===== src/rtl/io_out_fifo_pkg.sv =====
// ---------------------------------------------------------------------------
// io_out_fifo_pkg
//   Shared definitions for the core output-side buffer.
//   - Default widths/depth for the core output port.
//   - Operation encoding used to update the occupancy counter.
//   - Entry packing helpers: an entry is {addr[AW-1:0], data[NUBITS-1:0]},
//     entry width EW = AW + NUBITS. The input-side buffer uses the same layout.
// ---------------------------------------------------------------------------
package io_out_fifo_pkg;

  localparam int DEF_NUBITS = 32;
  localparam int DEF_NUIOOU = 8;
  localparam int DEF_FDEPTH = 8;

  // Per-edge FIFO activity, bit0 = push, bit1 = pop.
  typedef enum logic [1:0] {
    OP_IDLE = 2'b00,
    OP_PUSH = 2'b01,
    OP_POP  = 2'b10,
    OP_BOTH = 2'b11
  } fifo_op_e;

  // Classify the accepted push/pop pair for this edge.
  function automatic fifo_op_e op_decode(input logic push, input logic pop);
    fifo_op_e op;
    case ({pop, push})
      2'b01:   op = OP_PUSH;
      2'b10:   op = OP_POP;
      2'b11:   op = OP_BOTH;
      default: op = OP_IDLE;
    endcase
    return op;
  endfunction

  // Address field width of an output port address.
  function automatic int addr_width(input int nuiou);
    return (nuiou > 1) ? $clog2(nuiou) : 1;
  endfunction

  // Pointer index width for a FIFO of the given depth (depth >= 2).
  function automatic int ptr_width(input int depth);
    return $clog2(depth);
  endfunction

endpackage


===== src/rtl/io_fifo_mem.sv =====
// ---------------------------------------------------------------------------
// io_fifo_mem
//   DEPTH x EW storage for the output FIFO. One synchronous write port and
//   one asynchronous (combinational) read port. Storage is intentionally not
//   reset; validity is tracked by the pointers in the parent.
// Ports
//   clk    in  1       clock
//   we     in  1       write enable
//   waddr  in  PW      write index
//   wdata  in  EW      packed entry to write
//   raddr  in  PW      read index
//   rdata  out EW      entry at raddr (combinational)
// ---------------------------------------------------------------------------
module io_fifo_mem #(
  parameter int DEPTH = 8,
  parameter int EW    = 35,
  parameter int PW    = 3
) (
  input  logic          clk,
  input  logic          we,
  input  logic [PW-1:0] waddr,
  input  logic [EW-1:0] wdata,
  input  logic [PW-1:0] raddr,
  output logic [EW-1:0] rdata
);

  logic [EW-1:0] mem_q [DEPTH];

  // Storage write port.
  always_ff @(posedge clk) begin
    if (we) begin
      mem_q[waddr] <= wdata;
    end
  end

  assign rdata = mem_q[raddr];

endmodule


===== src/rtl/io_out_fifo.sv =====
// ---------------------------------------------------------------------------
// io_out_fifo
//   Output-side buffer directly downstream of the fixed-point core's output
//   port. Every core write ({addr_out, data_out} qualified by out_en) is
//   captured and later drained to peripherals over a valid/ready handshake.
//   The core cannot be stalled: writes arriving while full (and not covered
//   by a same-edge pop) are dropped and reported through sticky ovf.
// Ports
//   clk        in   1        clock
//   rst        in   1        asynchronous active-high reset
//   out_en     in   1        core output strobe
//   addr_out   in   AW       core output port address
//   data_out   in   NUBITS   core output data
//   ext_valid  out  1        head entry present
//   ext_addr   out  AW       head entry address (0 when not valid)
//   ext_data   out  NUBITS   head entry data (0 when not valid)
//   ext_ready  in   1        consumer accepts head entry
//   full       out  1        count == FDEPTH
//   count      out  PW+1     occupied entries
//   ovf        out  1        sticky: a write was dropped
//   ovf_clr    in   1        synchronous clear of ovf (a same-edge drop wins)
// All outputs are driven straight from flops. The head entry is computed one
// edge ahead from the next read pointer, so it stays show-ahead without a
// combinational path from the storage array to the pins.
// ---------------------------------------------------------------------------
module io_out_fifo
  import io_out_fifo_pkg::*;
#(
  parameter int NUBITS = DEF_NUBITS,
  parameter int NUIOOU = DEF_NUIOOU,
  parameter int FDEPTH = DEF_FDEPTH,
  localparam int AW = addr_width(NUIOOU),
  localparam int PW = ptr_width(FDEPTH),
  localparam int EW = AW + NUBITS
) (
  input  logic              clk,
  input  logic              rst,
  input  logic              out_en,
  input  logic [AW-1:0]     addr_out,
  input  logic [NUBITS-1:0] data_out,
  output logic              ext_valid,
  output logic [AW-1:0]     ext_addr,
  output logic [NUBITS-1:0] ext_data,
  input  logic              ext_ready,
  output logic              full,
  output logic [PW:0]       count,
  output logic              ovf,
  input  logic              ovf_clr
);

  localparam logic [PW:0] PTR_ONE = {{PW{1'b0}}, 1'b1};

  // State registers.
  logic [PW:0]       wr_ptr_q, wr_ptr_d;
  logic [PW:0]       rd_ptr_q, rd_ptr_d;
  logic [PW:0]       count_q, count_d;
  logic              full_q, full_d;
  logic              ext_valid_q, ext_valid_d;
  logic              ovf_q, ovf_d;
  logic [AW-1:0]     ext_addr_q, ext_addr_d;
  logic [NUBITS-1:0] ext_data_q, ext_data_d;

  // Combinational control.
  logic              ptr_full;
  logic              push;
  logic              pop;
  logic              drop;
  fifo_op_e          op;
  logic [EW-1:0]     wr_entry;
  logic [EW-1:0]     rd_entry;
  logic [EW-1:0]     head_entry;

  assign wr_entry = {addr_out, data_out};

  io_fifo_mem #(
    .DEPTH (FDEPTH),
    .EW    (EW),
    .PW    (PW)
  ) u_mem (
    .clk   (clk),
    .we    (push),
    .waddr (wr_ptr_q[PW-1:0]),
    .wdata (wr_entry),
    .raddr (rd_ptr_d[PW-1:0]),
    .rdata (rd_entry)
  );

  // Handshake decode, pointer/count/flag next state and next head entry.
  always_comb begin
    ptr_full    = (wr_ptr_q[PW-1:0] == rd_ptr_q[PW-1:0]) && (wr_ptr_q[PW] != rd_ptr_q[PW]);
    // ext_valid_q always mirrors ~empty of the current pointers.
    pop         = ext_valid_q & ext_ready;
    push        = out_en & (~ptr_full | pop);
    drop        = out_en & ptr_full & ~pop;
    op          = op_decode(push, pop);

    wr_ptr_d    = push ? (wr_ptr_q + PTR_ONE) : wr_ptr_q;
    rd_ptr_d    = pop  ? (rd_ptr_q + PTR_ONE) : rd_ptr_q;

    count_d     = count_q;
    case (op)
      OP_PUSH: count_d = count_q + PTR_ONE;
      OP_POP:  count_d = count_q - PTR_ONE;
      OP_BOTH: count_d = count_q;
      OP_IDLE: count_d = count_q;
      default: count_d = count_q;
    endcase

    if (drop) begin
      ovf_d = 1'b1;
    end else if (ovf_clr) begin
      ovf_d = 1'b0;
    end else begin
      ovf_d = ovf_q;
    end

    full_d      = (wr_ptr_d[PW-1:0] == rd_ptr_d[PW-1:0]) && (wr_ptr_d[PW] != rd_ptr_d[PW]);
    ext_valid_d = (wr_ptr_d != rd_ptr_d);

    // The storage write lands on this edge, so when the next head is the
    // slot being written right now the array still holds stale contents:
    // take the incoming entry instead.
    if (!ext_valid_d) begin
      head_entry = {EW{1'b0}};
    end else if (push && (rd_ptr_d == wr_ptr_q)) begin
      head_entry = wr_entry;
    end else begin
      head_entry = rd_entry;
    end

    ext_addr_d  = head_entry[EW-1:NUBITS];
    ext_data_d  = head_entry[NUBITS-1:0];
  end

  // State update; reset discards every buffered entry at once.
  always_ff @(posedge clk or posedge rst) begin
    if (rst) begin
      wr_ptr_q    <= {(PW+1){1'b0}};
      rd_ptr_q    <= {(PW+1){1'b0}};
      count_q     <= {(PW+1){1'b0}};
      full_q      <= 1'b0;
      ext_valid_q <= 1'b0;
      ovf_q       <= 1'b0;
      ext_addr_q  <= {AW{1'b0}};
      ext_data_q  <= {NUBITS{1'b0}};
    end else begin
      wr_ptr_q    <= wr_ptr_d;
      rd_ptr_q    <= rd_ptr_d;
      count_q     <= count_d;
      full_q      <= full_d;
      ext_valid_q <= ext_valid_d;
      ovf_q       <= ovf_d;
      ext_addr_q  <= ext_addr_d;
      ext_data_q  <= ext_data_d;
    end
  end

  assign ext_valid = ext_valid_q;
  assign ext_addr  = ext_addr_q;
  assign ext_data  = ext_data_q;
  assign full      = full_q;
  assign count     = count_q;
  assign ovf       = ovf_q;

endmodule


===== config.mk =====
export PLATFORM = sky130hd
export DESIGN_NAME = io_out_fifo
export DESIGN_NICKNAME = d
export VERILOG_FILES = /design/src/rtl/io_out_fifo_pkg.sv /design/src/rtl/io_fifo_mem.sv /design/src/rtl/io_out_fifo.sv
export SDC_FILE = /design/constraint.sdc
export NUM_CORES = 1
export LEC_CHECK = 0
export ABC_AREA = 1
export CAP_MARGIN = 20
export CELL_PAD_IN_SITES_DETAIL_PLACEMENT = 2
export CELL_PAD_IN_SITES_GLOBAL_PLACEMENT = 2
export CORE_ASPECT_RATIO = 1.1
export CORE_MARGIN = 4
export CORE_UTILIZATION = 40
export DETAILED_ROUTE_END_ITERATION = 8
export GPL_TIMING_DRIVEN = 1
export PLACE_DENSITY_LB_ADDON = 0.1
export SLEW_MARGIN = 40
export SYNTH_ARGS = -nofsm -noshare
export SYNTH_HDL_FRONTEND = slang
export SYNTH_HIERARCHICAL = 1
export SYNTH_SLANG_ARGS = --single-unit

===== constraint.sdc =====
create_clock -name clk -period 5.1 [get_ports clk]
set_input_delay 0.51 -clock clk [delete_from_list [all_inputs] [get_ports clk]]
set_output_delay 0.51 -clock clk [all_outputs]
set_load 0.005 [all_outputs]

---- Word-level counts from Yosys, hierarchy flattened ----
Memory sizes are Yosys's and may differ from the RTL's.
Cells that the tools add are included.
Widths: inputs -> output; s select.
word-level totals
  logic and storage cells ................. 48
  RAM bits ................................ 280
  memories ................................ 1
  output and inout bits ................... 42
  register bits ........................... 50
operators by class
  $add $sub $neg .......................... 4
  muxes and demuxes ....................... 10
  bitwise gates (word level) .............. 7
  equal/unequal tests ..................... 12
  reduce and logical (&&, ||, !) cells .... 6
memories
  name         words  bits a word  read ports  clocked after memory_dff  write ports  line               text
  u_mem.mem_q  8      35           1           0                         1            io_fifo_mem.sv:27  logic [EW-1:0] mem_q [DEPTH];
operators with widths
  operator             number
  $mux 35              2
  $add 4x1->4 const B  3
  $eq 2x2->1 const B   4
  $mux 4               2
  $pmux 4 s2           1
  $eq 3x3->1           2
  $pmux 2 s3           1
  $and 1x1->1          4
  $eq 2x1->1 const B   2
  $eq 4x4->1           1
  $mux 1               4
  $ne 4x4->1           1
  $sub 4x1->4 const B  1
  $logic_and 1x1->1    3
  $logic_not 2->1      1
  $ne 1x1->1           2
  $not 1->1            2
  $reduce_bool 2->1    1
  $reduce_or 2->1      1
  $or 1x1->1           1

---- Longest topological paths before layout ----
Gate-level depths: netlist (run 1).
  word-level depth ........................ 9
  gate-level depth with buffers ........... 16
  gate-level depth less buffers ........... 14

---- Cells and area by module ----
Netlist (run 1), hierarchy kept.
by module, submodules not included
  module       instances  cells an instance  area an instance (um^2)
  io_fifo_mem  1          1,228              13,105.1
  io_out_fifo  1          355                2,776.4

---- Worst setup path before layout (run 1) ----
OpenSTA, ideal clock, no wires.
  path kind ............................... register -> register
  start ................................... reg wr_ptr_q[0]
  end ..................................... mem u_mem.mem_q[1][0], enable pin
  setup slack ............................. 1.767 ns
  required time ........................... 4.673 ns
  arrival ................................. 2.906 ns
  cell stages (with the launch flop) ...... 11
  library setup time ...................... 0.427 ns
  period minus slack after synthesis ...... 3.333 ns
  path through ............................ dfrtp_1 nand2_1 inv_2 nor2_4 nor2_4 nand2_4 nand2_4 inv_2 buf_2 nand2_1 nor2_1
on the way
  word-level cells in the longest chain between the ends .. 7
RTL lines
  what                          line                text
  start: declaration            io_out_fifo.sv:54   logic [PW:0] wr_ptr_q, wr_ptr_d;
  start signal: assignment      io_out_fifo.sv:138  wr_ptr_q <= {(PW+1){1'b0}};
  start signal: assignment      io_out_fifo.sv:147  wr_ptr_q <= wr_ptr_d;
  $eq 3x3->1                    io_out_fifo.sv:90   ptr_full = (wr_ptr_q[PW-1:0] == rd_ptr_q[PW-1:0]) && (wr_ptr_q[PW] != rd_ptr_q[PW]);
  $logic_and 1x1->1             io_out_fifo.sv:90
  $not 1->1                     io_out_fifo.sv:93   push = out_en & (~ptr_full | pop);
  $or 1x1->1                    io_out_fifo.sv:93
  $and 1x1->1                   io_out_fifo.sv:93
  named net push                io_out_fifo.sv:65   logic push;
  $mux 1                        io_fifo_mem.sv:31   if (we) begin
  $mux 1 (not written as such)  io_fifo_mem.sv:32   mem_q[waddr] <= wdata;
  end: declaration              io_fifo_mem.sv:27
The timed path passes the listed nets, and every way through them passes these cells.

---- Final worst setup path (run 1) ----
  start ................................... reg wr_ptr_q[0]
  end ..................................... mem u_mem.mem_q[2][29], enable pin
on the way
  word-level cells in the longest chain between the ends .. 7
RTL lines
  what                          line
  $eq 3x3->1                    io_out_fifo.sv:90
  $logic_and 1x1->1             io_out_fifo.sv:90
  $not 1->1                     io_out_fifo.sv:93
  $or 1x1->1                    io_out_fifo.sv:93
  $and 1x1->1                   io_out_fifo.sv:93
  $mux 1                        io_fifo_mem.sv:31
  $mux 1 (not written as such)  io_fifo_mem.sv:32
Parallel ways exist; a longest one is shown, timed or not.

==> out/qor.csv, run 1 <==
metric,value,unit
io pins,82,
# setup viols final,0,
first-pass GRT wire length,72.04,mm
total gr overflow,0,
Total GRT Usage,21.77,%
syn_area_per_cell,10.03,um2
layout cell share with drive strength beyond 1,13.84,%
DIE HEIGHT,217.0,um
cell area power density,686.0,mW/mm2
ANT cells,0,
Setup Skew,0.01676,ns
Clock Sinks,330,
MaxCap Viol Count,0,
vias,10796,
RSZ-0062 raised after global routing,no,
sequential area share after synthesis,60.82,%
Setup TNS Final,0,ns
CTS Buffer Depth,3,
Synthesis Warnings,6,
Die ar.,0.04296,mm2
"most common cell after layout, fill and taps aside",nand2_1,
Root Buffer,clkbuf_16,
vias per cell,4.912,
fin util,46.62,%
design area,0.01827,mm2
Critical Path RT,5.31,ns
leakage power,8.583,nW
DRT Pass-1 Iters,4,
most frequent cells in the layout,"nand2_1 (509), inv_1 (334), edfxtp_1 (280), nand3_1 (126), clkdlybuf4s50_1 (81)",
Critical Path Source Type,flop,
H-tree depth,2,
Mapped Area,0.01588,mm2
clock period minus worst slack,3.299,ns
Nets,1709,
hpwl dp,26.97,mm
Slew Limit Fails,0,
status,finished clean,
# Post-CTS Setup Buffers,0,
final hold vios,0,
Critical Path AT,3.51,ns
num rows,76,
Gate Count Post-Synth,1583,
Num CTS Buffers,38,
Syn-to-layout area delta,15.02,%
r2r worst-path depth,9,
Clock Latency Late Sink,0.53,ns
drt drc,0,
Placer Congestion,0.7491,
Starting Density,40.54,%
Rel. slew slack,42.77,%
post_cts resized,0,
DP Area,0.01711,mm2
vias in the first global route,12228,
f_max,0.3031,GHz
Worst-path clk slew,0.06,ns
drt total wl,46.29,mm
Peak VDD IR,0.4500,mV
Least-Margin Pin Slew,0.8564,ns
hold_buf cts,0,
Final Cycle Share,64.68,%
initial antenna violation count,0,
die width,198.0,um
Worst Hold Class,input pin to async pin,
synthesis-stage register bit count,330,
pin count of the biggest net entering global routing,87,
crit end category,flop,
DRT antenna net count,0,
Core Box Area,0.03918,mm2
Starting DRT DRC Count,452,
Yosys cell types,29,
crit path kind,flop to flop,
PortBufs,81,
routed wire length per instance,21.06,um
Post-Synthesis Net Count,1628,
CTS tree,done,
"critical path fanouts, max",21,
per-stage QoR:
step	setup WS [ns]	hold slack, ns	total power, W	std cells
after global placement	1.467	0.4610	0.009796	2130
after floorplan	1.767	0.4693	0.008208	1583
final	1.801	0.4449	0.01253	2198
after global routing	1.628	0.4950	0.01356	2198
after CTS	1.768	0.4850	0.01278	2198
after detailed placement	1.382	0.4774	0.01007	2131
logic make-up (layout without fill, tap and decap cells):
logic type / after synthesis / count (layout) / share of synthesized area, %
AO/OA/AOI/OAI: 6 / 6 / 0.2206
XOR/XNOR: 13 / 13 / 0.8114
adder cells (fa/ha/maj): 5 / 5 / 0.3939
buffers and inverters: 410 / 518 / 11.48
flip-flops: 330 / 330 / 60.82
AND/OR/NAND/NOR: 819 / 819 / 26.27
layout make-up:
type | count | area (um2)
Multi-Input combinational cell | 843 | 4486
Timing Repair Buffer | 107 | 1033
Clock buffer | 56 | 1060
Fill cell | 4121 | 20910
Inverter | 344 | 1308
Sequential cell | 330 | 9659
Tap cell | 507 | 634.4
Clock inverter | 11 | 86.33
cells in the mapped netlist, drive strengths merged:
master / instances / area [um2]
ha: 5 / 62.56
nand2: 576 / 2648
xnor2: 5 / 43.79
edfxtp: 280 / 8408
dfrtp: 50 / 1251
a21oi: 1 / 5.000
o21ai: 3 / 15.01
nor2: 53 / 256.5
xor2: 8 / 85.08
o31ai: 1 / 7.510
o211ai: 1 / 7.510
buf: 62 / 511.7
inv: 343 / 1292
clkbuf: 4 / 15.01
nand3: 189 / 1261
nand3b: 1 / 7.510
clkinv: 1 / 3.750
per-layer routing:
| metal | wire length [um] | GRT usage [%] | vias up | share of wire, % |
|---|---|---|---|---|
| met1 | 20090 | 27.78 | 5603 | 43 |
| met3 | 1323 | 2.926 | 44 | 2.9 |
| met5 | 0 | 0 | - | 0 |
| li1 | - | - | 5024 | - |
| met2 | 24290 | 39.70 | 125 | 52 |
| met4 | 582 | 4.270 | 0 | 1.3 |
where the power goes:
group	total, W	internal, W	switching, W
logic	0.00623	0.00196	0.00427
clock network	0.00258	0.00149	0.00109
registers	0.00372	0.00352	0.000193
critical path, cell delays in order, from the launching register on:
cell and delay (ns):
dfrtp_1 0.51, nor2_1 0.13, nor2_4 0.21, nor2_4 0.06
nand2_4 0.11, nand2_4 0.10, inv_2 0.37, nand2_1 0.34
nor2_4 0.74, buf_4 0.39
state kept, by name, summed over array words and instances, names as in the netlist, 3 cells and up:
name         count
ext_addr         3
count            4
ext_data        32
rd_ptr_q         4
wr_ptr_q         4
u_mem/mem_q    280
worst paths after layout:
kind	slack [ns]	startpoint	endpoint
min reg2reg	0.48	count[3]	count[3]
max in group asynchronous	4.24	rst	ext_data[26]
min	0.44	rst	ext_data[4]
min in group clk	0.48	count[3]	count[3]
max	1.80	wr_ptr_q[0]	u_mem/mem_q[2][29]
max reg2reg	1.80	wr_ptr_q[0]	u_mem/mem_q[2][29]
Power figures use the tool's default switching activity.
==> run 2: changes to the inputs <==
CORE_UTILIZATION = 39   (was 40)
clock period = 3.4 ns   (was 5.1 ns; I/O delays follow)
==> out/qor.csv, run 2 (same netlist as run 1, synthesis figures left out) <==
metric,value,unit,change
Peak VDD IR,0.6352,mV,was 0.4500 mV
final hold vios,0,,unchanged
die width,200.4,um,was 198.0 um
Final Cycle Share,77.21,%,was 64.68%
Root Buffer,clkbuf_16,,unchanged
clock period minus worst slack,2.625,ns,was 3.299 ns
most frequent cells in the layout,"nand2_1 (509), inv_1 (334), edfxtp_1 (280), nand3_1 (126), clkdlybuf4s50_1 (81)",,unchanged
CTS tree,done,,unchanged
Worst-path clk slew,0.06,ns,about the same
vias in the first global route,12352,,"was 12,228"
clock power share,20.5,%,was 20.6%
Sw Share,43.90,%,was 44.30%
hpwl dp,27.89,mm,was 26.97 mm
Reg power frac,29.2,%,was 29.7%
post_cts resized,0,,unchanged
status,finished clean,,unchanged
CP dominant cell by count,nand2_1,,was nor2_4
pin count of the biggest net entering global routing,112,,was 87
Slew Limit Fails,0,,unchanged
num rows,77,,was 76
io pins,82,,unchanged
total gr overflow,0,,unchanged
DIE HEIGHT,219.6,um,was 217.0 um
max reg flops,280,,unchanged
Placer Congestion,0.7443,,was 0.7491
H-tree depth,2,,unchanged
Die ar.,0.04402,mm2,was 0.04296 mm2
ANT cells,0,,unchanged
CP max-delay cell,dfrtp_1,,was nor2_4
Setup Skew,0.01650,ns,was 0.01676 ns
routed wire length per instance,21.30,um,was 21.06 um
crit end category,flop,,unchanged
Critical Path RT,3.81,ns,was 5.31 ns
layout cell share with drive strength beyond 1,14.04,%,was 13.84%
first-pass GRT wire length,72.80,mm,was 72.04 mm
# setup viols final,0,,unchanged
vias per cell,4.920,,was 4.912
Starting Density,39.53,%,was 40.54%
P_int,0.01081,W,was 0.006980 W
PortBufs,81,,unchanged
most flop-heavy register,u_mem/mem_q,,unchanged
initial antenna violation count,0,,unchanged
Worst Hold Class,input pin to async pin,,unchanged
RSZ-0062 raised after global routing,no,,unchanged
Rel. slew slack,59.10,%,was 42.77%
Setup TNS Final,0,ns,unchanged
f_max,0.3809,GHz,was 0.3031 GHz
combinational share of power,50.3,%,was 49.7%
Least-Margin Pin Slew,0.6130,ns,was 0.8564 ns
"critical path fanouts, max",35,,was 21
DRT Pass-1 Iters,7,,was 4
met1 wire length,20.34,mm,was 20.09 mm
crit path kind,flop to flop,,unchanged
Core Box Area,0.04017,mm2,was 0.03918 mm2
CTS Buffer Depth,3,,unchanged
cell area power density,1040,mW/mm2,was 686.0 mW/mm2
Net Sw Power,0.008456,W,was 0.005552 W
Top Metal Used,met4,,unchanged
CP Cell Sequence,ha_1 -> nand2_1 -> nand2_4 -> inv_1 -> nand2_1 -> nand3_2 -> nor2_8 -> nand2_4 -> nand2_1 -> nand2_1 -> inv_1 -> nor2_1,,was nor2_1 -> nor2_4 -> nor2_4 -> nand2_4 -> nand2_4 -> inv_2 -> nand2_1 -> nor2_4 -> buf_4
DRT antenna net count,0,,unchanged
pre-CTS setup slack,0.4173,ns,was 1.382 ns
drt drc,0,,unchanged
Clock Sinks,330,,unchanged
met3 routed wirelength,1.085,mm,was 1.323 mm
Total GRT Usage,21.41,%,was 21.77%
# Post-CTS Setup Buffers,0,,unchanged
MaxCap Viol Count,0,,unchanged
Critical Path Source Type,flop,,unchanged
vias,10897,,"was 10,796"
Starting DRT DRC Count,470,,was 452
Num CTS Buffers,39,,was 38
WL met2,24.96,mm,was 24.29 mm
Syn-to-layout area delta,16.62,%,was 15.02%
Nets,1718,,"was 1,709"
drt total wl,47.17,mm,was 46.29 mm
"most common cell after layout, fill and taps aside",nand2_1,,unchanged
Clock Latency Late Sink,0.53,ns,about the same
setup ws final,0.7747,ns,was 1.801 ns
max incr delay on CP,0.45,ns,was 0.74 ns
leakage power,8.683,nW,was 8.583 nW
Critical Path AT,3.03,ns,was 3.51 ns
hold_buf cts,0,,unchanged
## run 2: final cells by class
cell class,instances,area [um2]
timing repair buffer,115,1254
tap,513,641.9
clock inverter,12,77.57
sequential,330,9659
fill,4152,21650
inverter,344,1303
clock buffer,58,1100
multi-input combinational,843,4486
## run 2: path summary, 6_finish.rpt
check                       startpoint            to  slack [ns]  cells after the start
setup / recovery           rd_ptr_q[1]   ext_data[3]        0.77                     12
hold / removal                     rst   ext_data[5]        0.16                      2
setup reg to reg           rd_ptr_q[1]   ext_data[3]        0.77                     12
hold reg to reg               count[3]      count[3]        0.50                      1
max in group asynchronous          rst  ext_data[23]        2.50                      3
min in group clk               ovf_clr           ovf        0.40                      2
## run 2: power by group through the flow
| stage | sequential [W] | combinational (W) | clock [W] |
|---|---|---|---|
| after global routing | 0.00570 | 0.0108 | 0.00424 |
| final | 0.00563 | 0.00969 | 0.00395 |
| after floorplan | 0.00563 | 0.00669 | 0 |
| after global placement | 0.00568 | 0.00933 | 0 |
| after detailed placement | 0.00571 | 0.00979 | 0 |
| after CTS | 0.00565 | 0.00991 | 0.00407 |
## run 2: worst max-delay path: cells and delay by family (launching register included)
family                     cells  cell delay (ns)
DFF                            1             0.45
and+or+nand+nor                9             1.52
buffers and inverters          2             0.18
adders and majority gates      1             0.31
## run 2: stage by stage
step,cells,total power [W],hold WS (ns),cell area (um2),utilization [%]
6_report,2215,0.01926,0.1580,18520,46.10
2_1_floorplan,1583,0.01231,0.4389,15880,-
3_5_place_dp,2145,0.01549,0.5008,17340,43.17
3_3_place_gp,2145,0.01501,0.4962,17340,43.17
4_1_cts,2215,0.01963,0.1618,18520,46.10
5_1_grt,2215,0.02076,0.1774,18520,46.10
## run 2: layer usage
| metal | GRT usage, % | up-vias |
|---|---|---|
| li1 | - | 5057 |
| met1 | 26.57 | 5656 |
| met2 | 40.33 | 129 |
| met3 | 2.605 | 55 |
| met4 | 4.520 | 0 |
| met5 | 0 | - |
==> run 3: changes to the inputs <==
CORE_UTILIZATION = 36   (was 39)
clock period = 2.3 ns   (was 3.4 ns; I/O delays follow)
==> out/qor.csv, run 3 (same netlist as run 1, synthesis figures left out) <==
metric,value,unit,change
H-tree depth,2,,unchanged
first-pass GRT wire length,73.92,mm,was 72.80 mm
layout cell share with drive strength beyond 1,18.62,%,was 14.04%
most flop-heavy register,u_mem/mem_q,,unchanged
Top Metal Used,met5,,was met4
crit end category,flop,,unchanged
Sw Share,42.37,%,was 43.90%
drt total wl,48.04,mm,was 47.17 mm
Least-Margin Pin Slew,0.4596,ns,was 0.6130 ns
pin count of the biggest net entering global routing,55,,was 112
fin util,45.03,%,was 46.10%
fillcell total,4560,,"was 4,152"
Final Cycle Share,93.69,%,was 77.21%
Setup TNS Final,0,ns,unchanged
clock period minus worst slack,2.155,ns,was 2.625 ns
Num CTS Buffers,40,,was 39
Worst-path clk slew,0.06,ns,about the same
vias,11122,,"was 10,897"
Placer Congestion,0.7363,,was 0.7443
vias per cell,4.719,,was 4.920
f_max,0.4640,GHz,was 0.3809 GHz
max reg flops,280,,unchanged
cell area power density,1554,mW/mm2,was 1040 mW/mm2
status,finished clean,,unchanged
Clock Sinks,330,,unchanged
Starting DRT DRC Count,339,,was 470
MaxCap Viol Count,0,,unchanged
Total GRT Usage,20.09,%,was 21.41%
Clock Latency Late Sink,0.56,ns,was 0.53 ns
total gr overflow,0,,unchanged
Peak VDD IR,0.6514,mV,was 0.6352 mV
setup ws final,0.1451,ns,was 0.7747 ns
Critical Path Source Type,flop,,unchanged
most frequent cells in the layout,"nand2_1 (504), inv_1 (333), edfxtp_1 (280), nand3_1 (126), clkdlybuf4s50_1 (81)",,"was nand2_1 (509), inv_1 (334), edfxtp_1 (280), nand3_1 (126), clkdlybuf4s50_1 (81)"
"most common cell after layout, fill and taps aside",nand2_1,,unchanged
PnR Total Power,0.03047,W,was 0.01926 W
leakage power,9.198,nW,was 8.683 nW
pre-CTS setup slack,-0.1685,ns,was 0.4173 ns
final hold vios,0,,unchanged
Nets,1796,,"was 1,718"
Worst Hold Class,input pin to async pin,,unchanged
WL met2,25.38,mm,was 24.96 mm
io pins,82,,unchanged
crit path kind,flop to flop,,unchanged
Root Buffer,clkbuf_16,,unchanged
hpwl dp,30.91,mm,was 27.89 mm
CTS Buffer Depth,3,,unchanged
PortBufs,81,,unchanged
CTS tree,done,,unchanged
P_int,0.01756,W,was 0.01081 W
die width,208.3,um,was 200.4 um
Setup Skew,0.01001,ns,was 0.01650 ns
Reg power frac,27.0,%,was 29.2%
Rel. slew slack,69.26,%,was 59.10%
# setup viols final,0,,unchanged
Net Sw Power,0.01291,W,was 0.008456 W
Critical Path AT,2.59,ns,was 3.03 ns
DRT Pass-1 Iters,4,,was 7
Slew Limit Fails,0,,unchanged
routed wire length per instance,20.38,um,was 21.30 um
Core Box Area,0.04354,mm2,was 0.04017 mm2
initial antenna violation count,2,,was 0
vias in the first global route,12554,,"was 12,352"
DRT antenna net count,0,,unchanged
met1 wire length,20.27,mm,was 20.34 mm
num rows,80,,was 77
DIE HEIGHT,228.3,um,was 219.6 um
met3 routed wirelength,1.295,mm,was 1.085 mm
drt drc,0,,unchanged
Die ar.,0.04754,mm2,was 0.04402 mm2
Critical Path RT,2.74,ns,was 3.81 ns
Starting Density,36.47,%,was 39.53%
"critical path fanouts, max",8,,was 35
clock power share,19.8,%,was 20.5%
ANT cells,0,,unchanged
Syn-to-layout area delta,23.46,%,was 16.62%
combinational share of power,53.2,%,was 50.3%
[run 3: metrics by stage]
stage,std cells,area (um2),hold slack [ns]
floorplan,1583,15970,0.3289
global placement,2275,18220,0.4764
detailed placement,2275,18220,0.4816
CTS,2349,19460,0.08885
global route,2357,19610,0.1206
finish,2357,19610,0.1049
[run 3: power groups by stage]
stage                     logic, W  registers [W]  clock network (W)
final                       0.0162        0.00823            0.00605
after detailed placement    0.0161        0.00836                  0
after global routing        0.0181        0.00834            0.00643
after CTS                   0.0163        0.00826            0.00624
after floorplan            0.00999        0.00829                  0
after global placement      0.0156        0.00831                  0
[run 3: what timing repair did]
item / in CTS / in global routing
cloned: 0 / 1
gates resized for setup: 1 / 16
pin swaps: 0 / 3
setup buffers: 0 / 7
hold buffers: 0 / 0
endpoints found under the setup margin: 1 / 30
[run 3: final cells by class]
cell class	instances	area (um2)	area share [%]
clock inverters	13	100.1	0.5105
well taps	574	718.2	3.663
repair buffers	192	2145	10.94
flip-flops and latches	330	9664	49.29
inverters	344	1305	6.656
clock buffers	61	1142	5.826
multi-input cells	843	4533	23.12
[run 3: routing by layer]
layer | GRT usage (%) | vias to the layer above
met4 | 5.707 | 2
met5 | 0 | -
met3 | 2.707 | 64
met1 | 24.56 | 5694
met2 | 36.99 | 139
li1 | - | 5223
[run 3: worst paths after layout]
check,from,end,slack (ns),cells past startpoint
setup / recovery,wr_ptr_q[2],ext_data[7],0.15,13
hold / removal,rst,ext_addr[2],0.10,3
min in group clk,ovf_clr,ovf,0.26,2
setup reg to reg,wr_ptr_q[2],ext_data[7],0.15,13
hold reg to reg,count[3],count[3],0.48,1
max in group asynchronous,rst,rd_ptr_q[0],1.88,3
[run 3: worst max-delay path, stage by stage (launching register included)]
cell and delay (ns):
dfrtp_2 0.39, inv_1 0.08, nand2_1 0.12, nand3_1 0.12, nor2_2 0.18, nand2_4 0.09, buf_12 0.14, nand3_1 0.09
nand2_1 0.09, nand2_1 0.10, nand3_2 0.12, nor2_8 0.19, buf_4 0.25, nor2_1 0.07
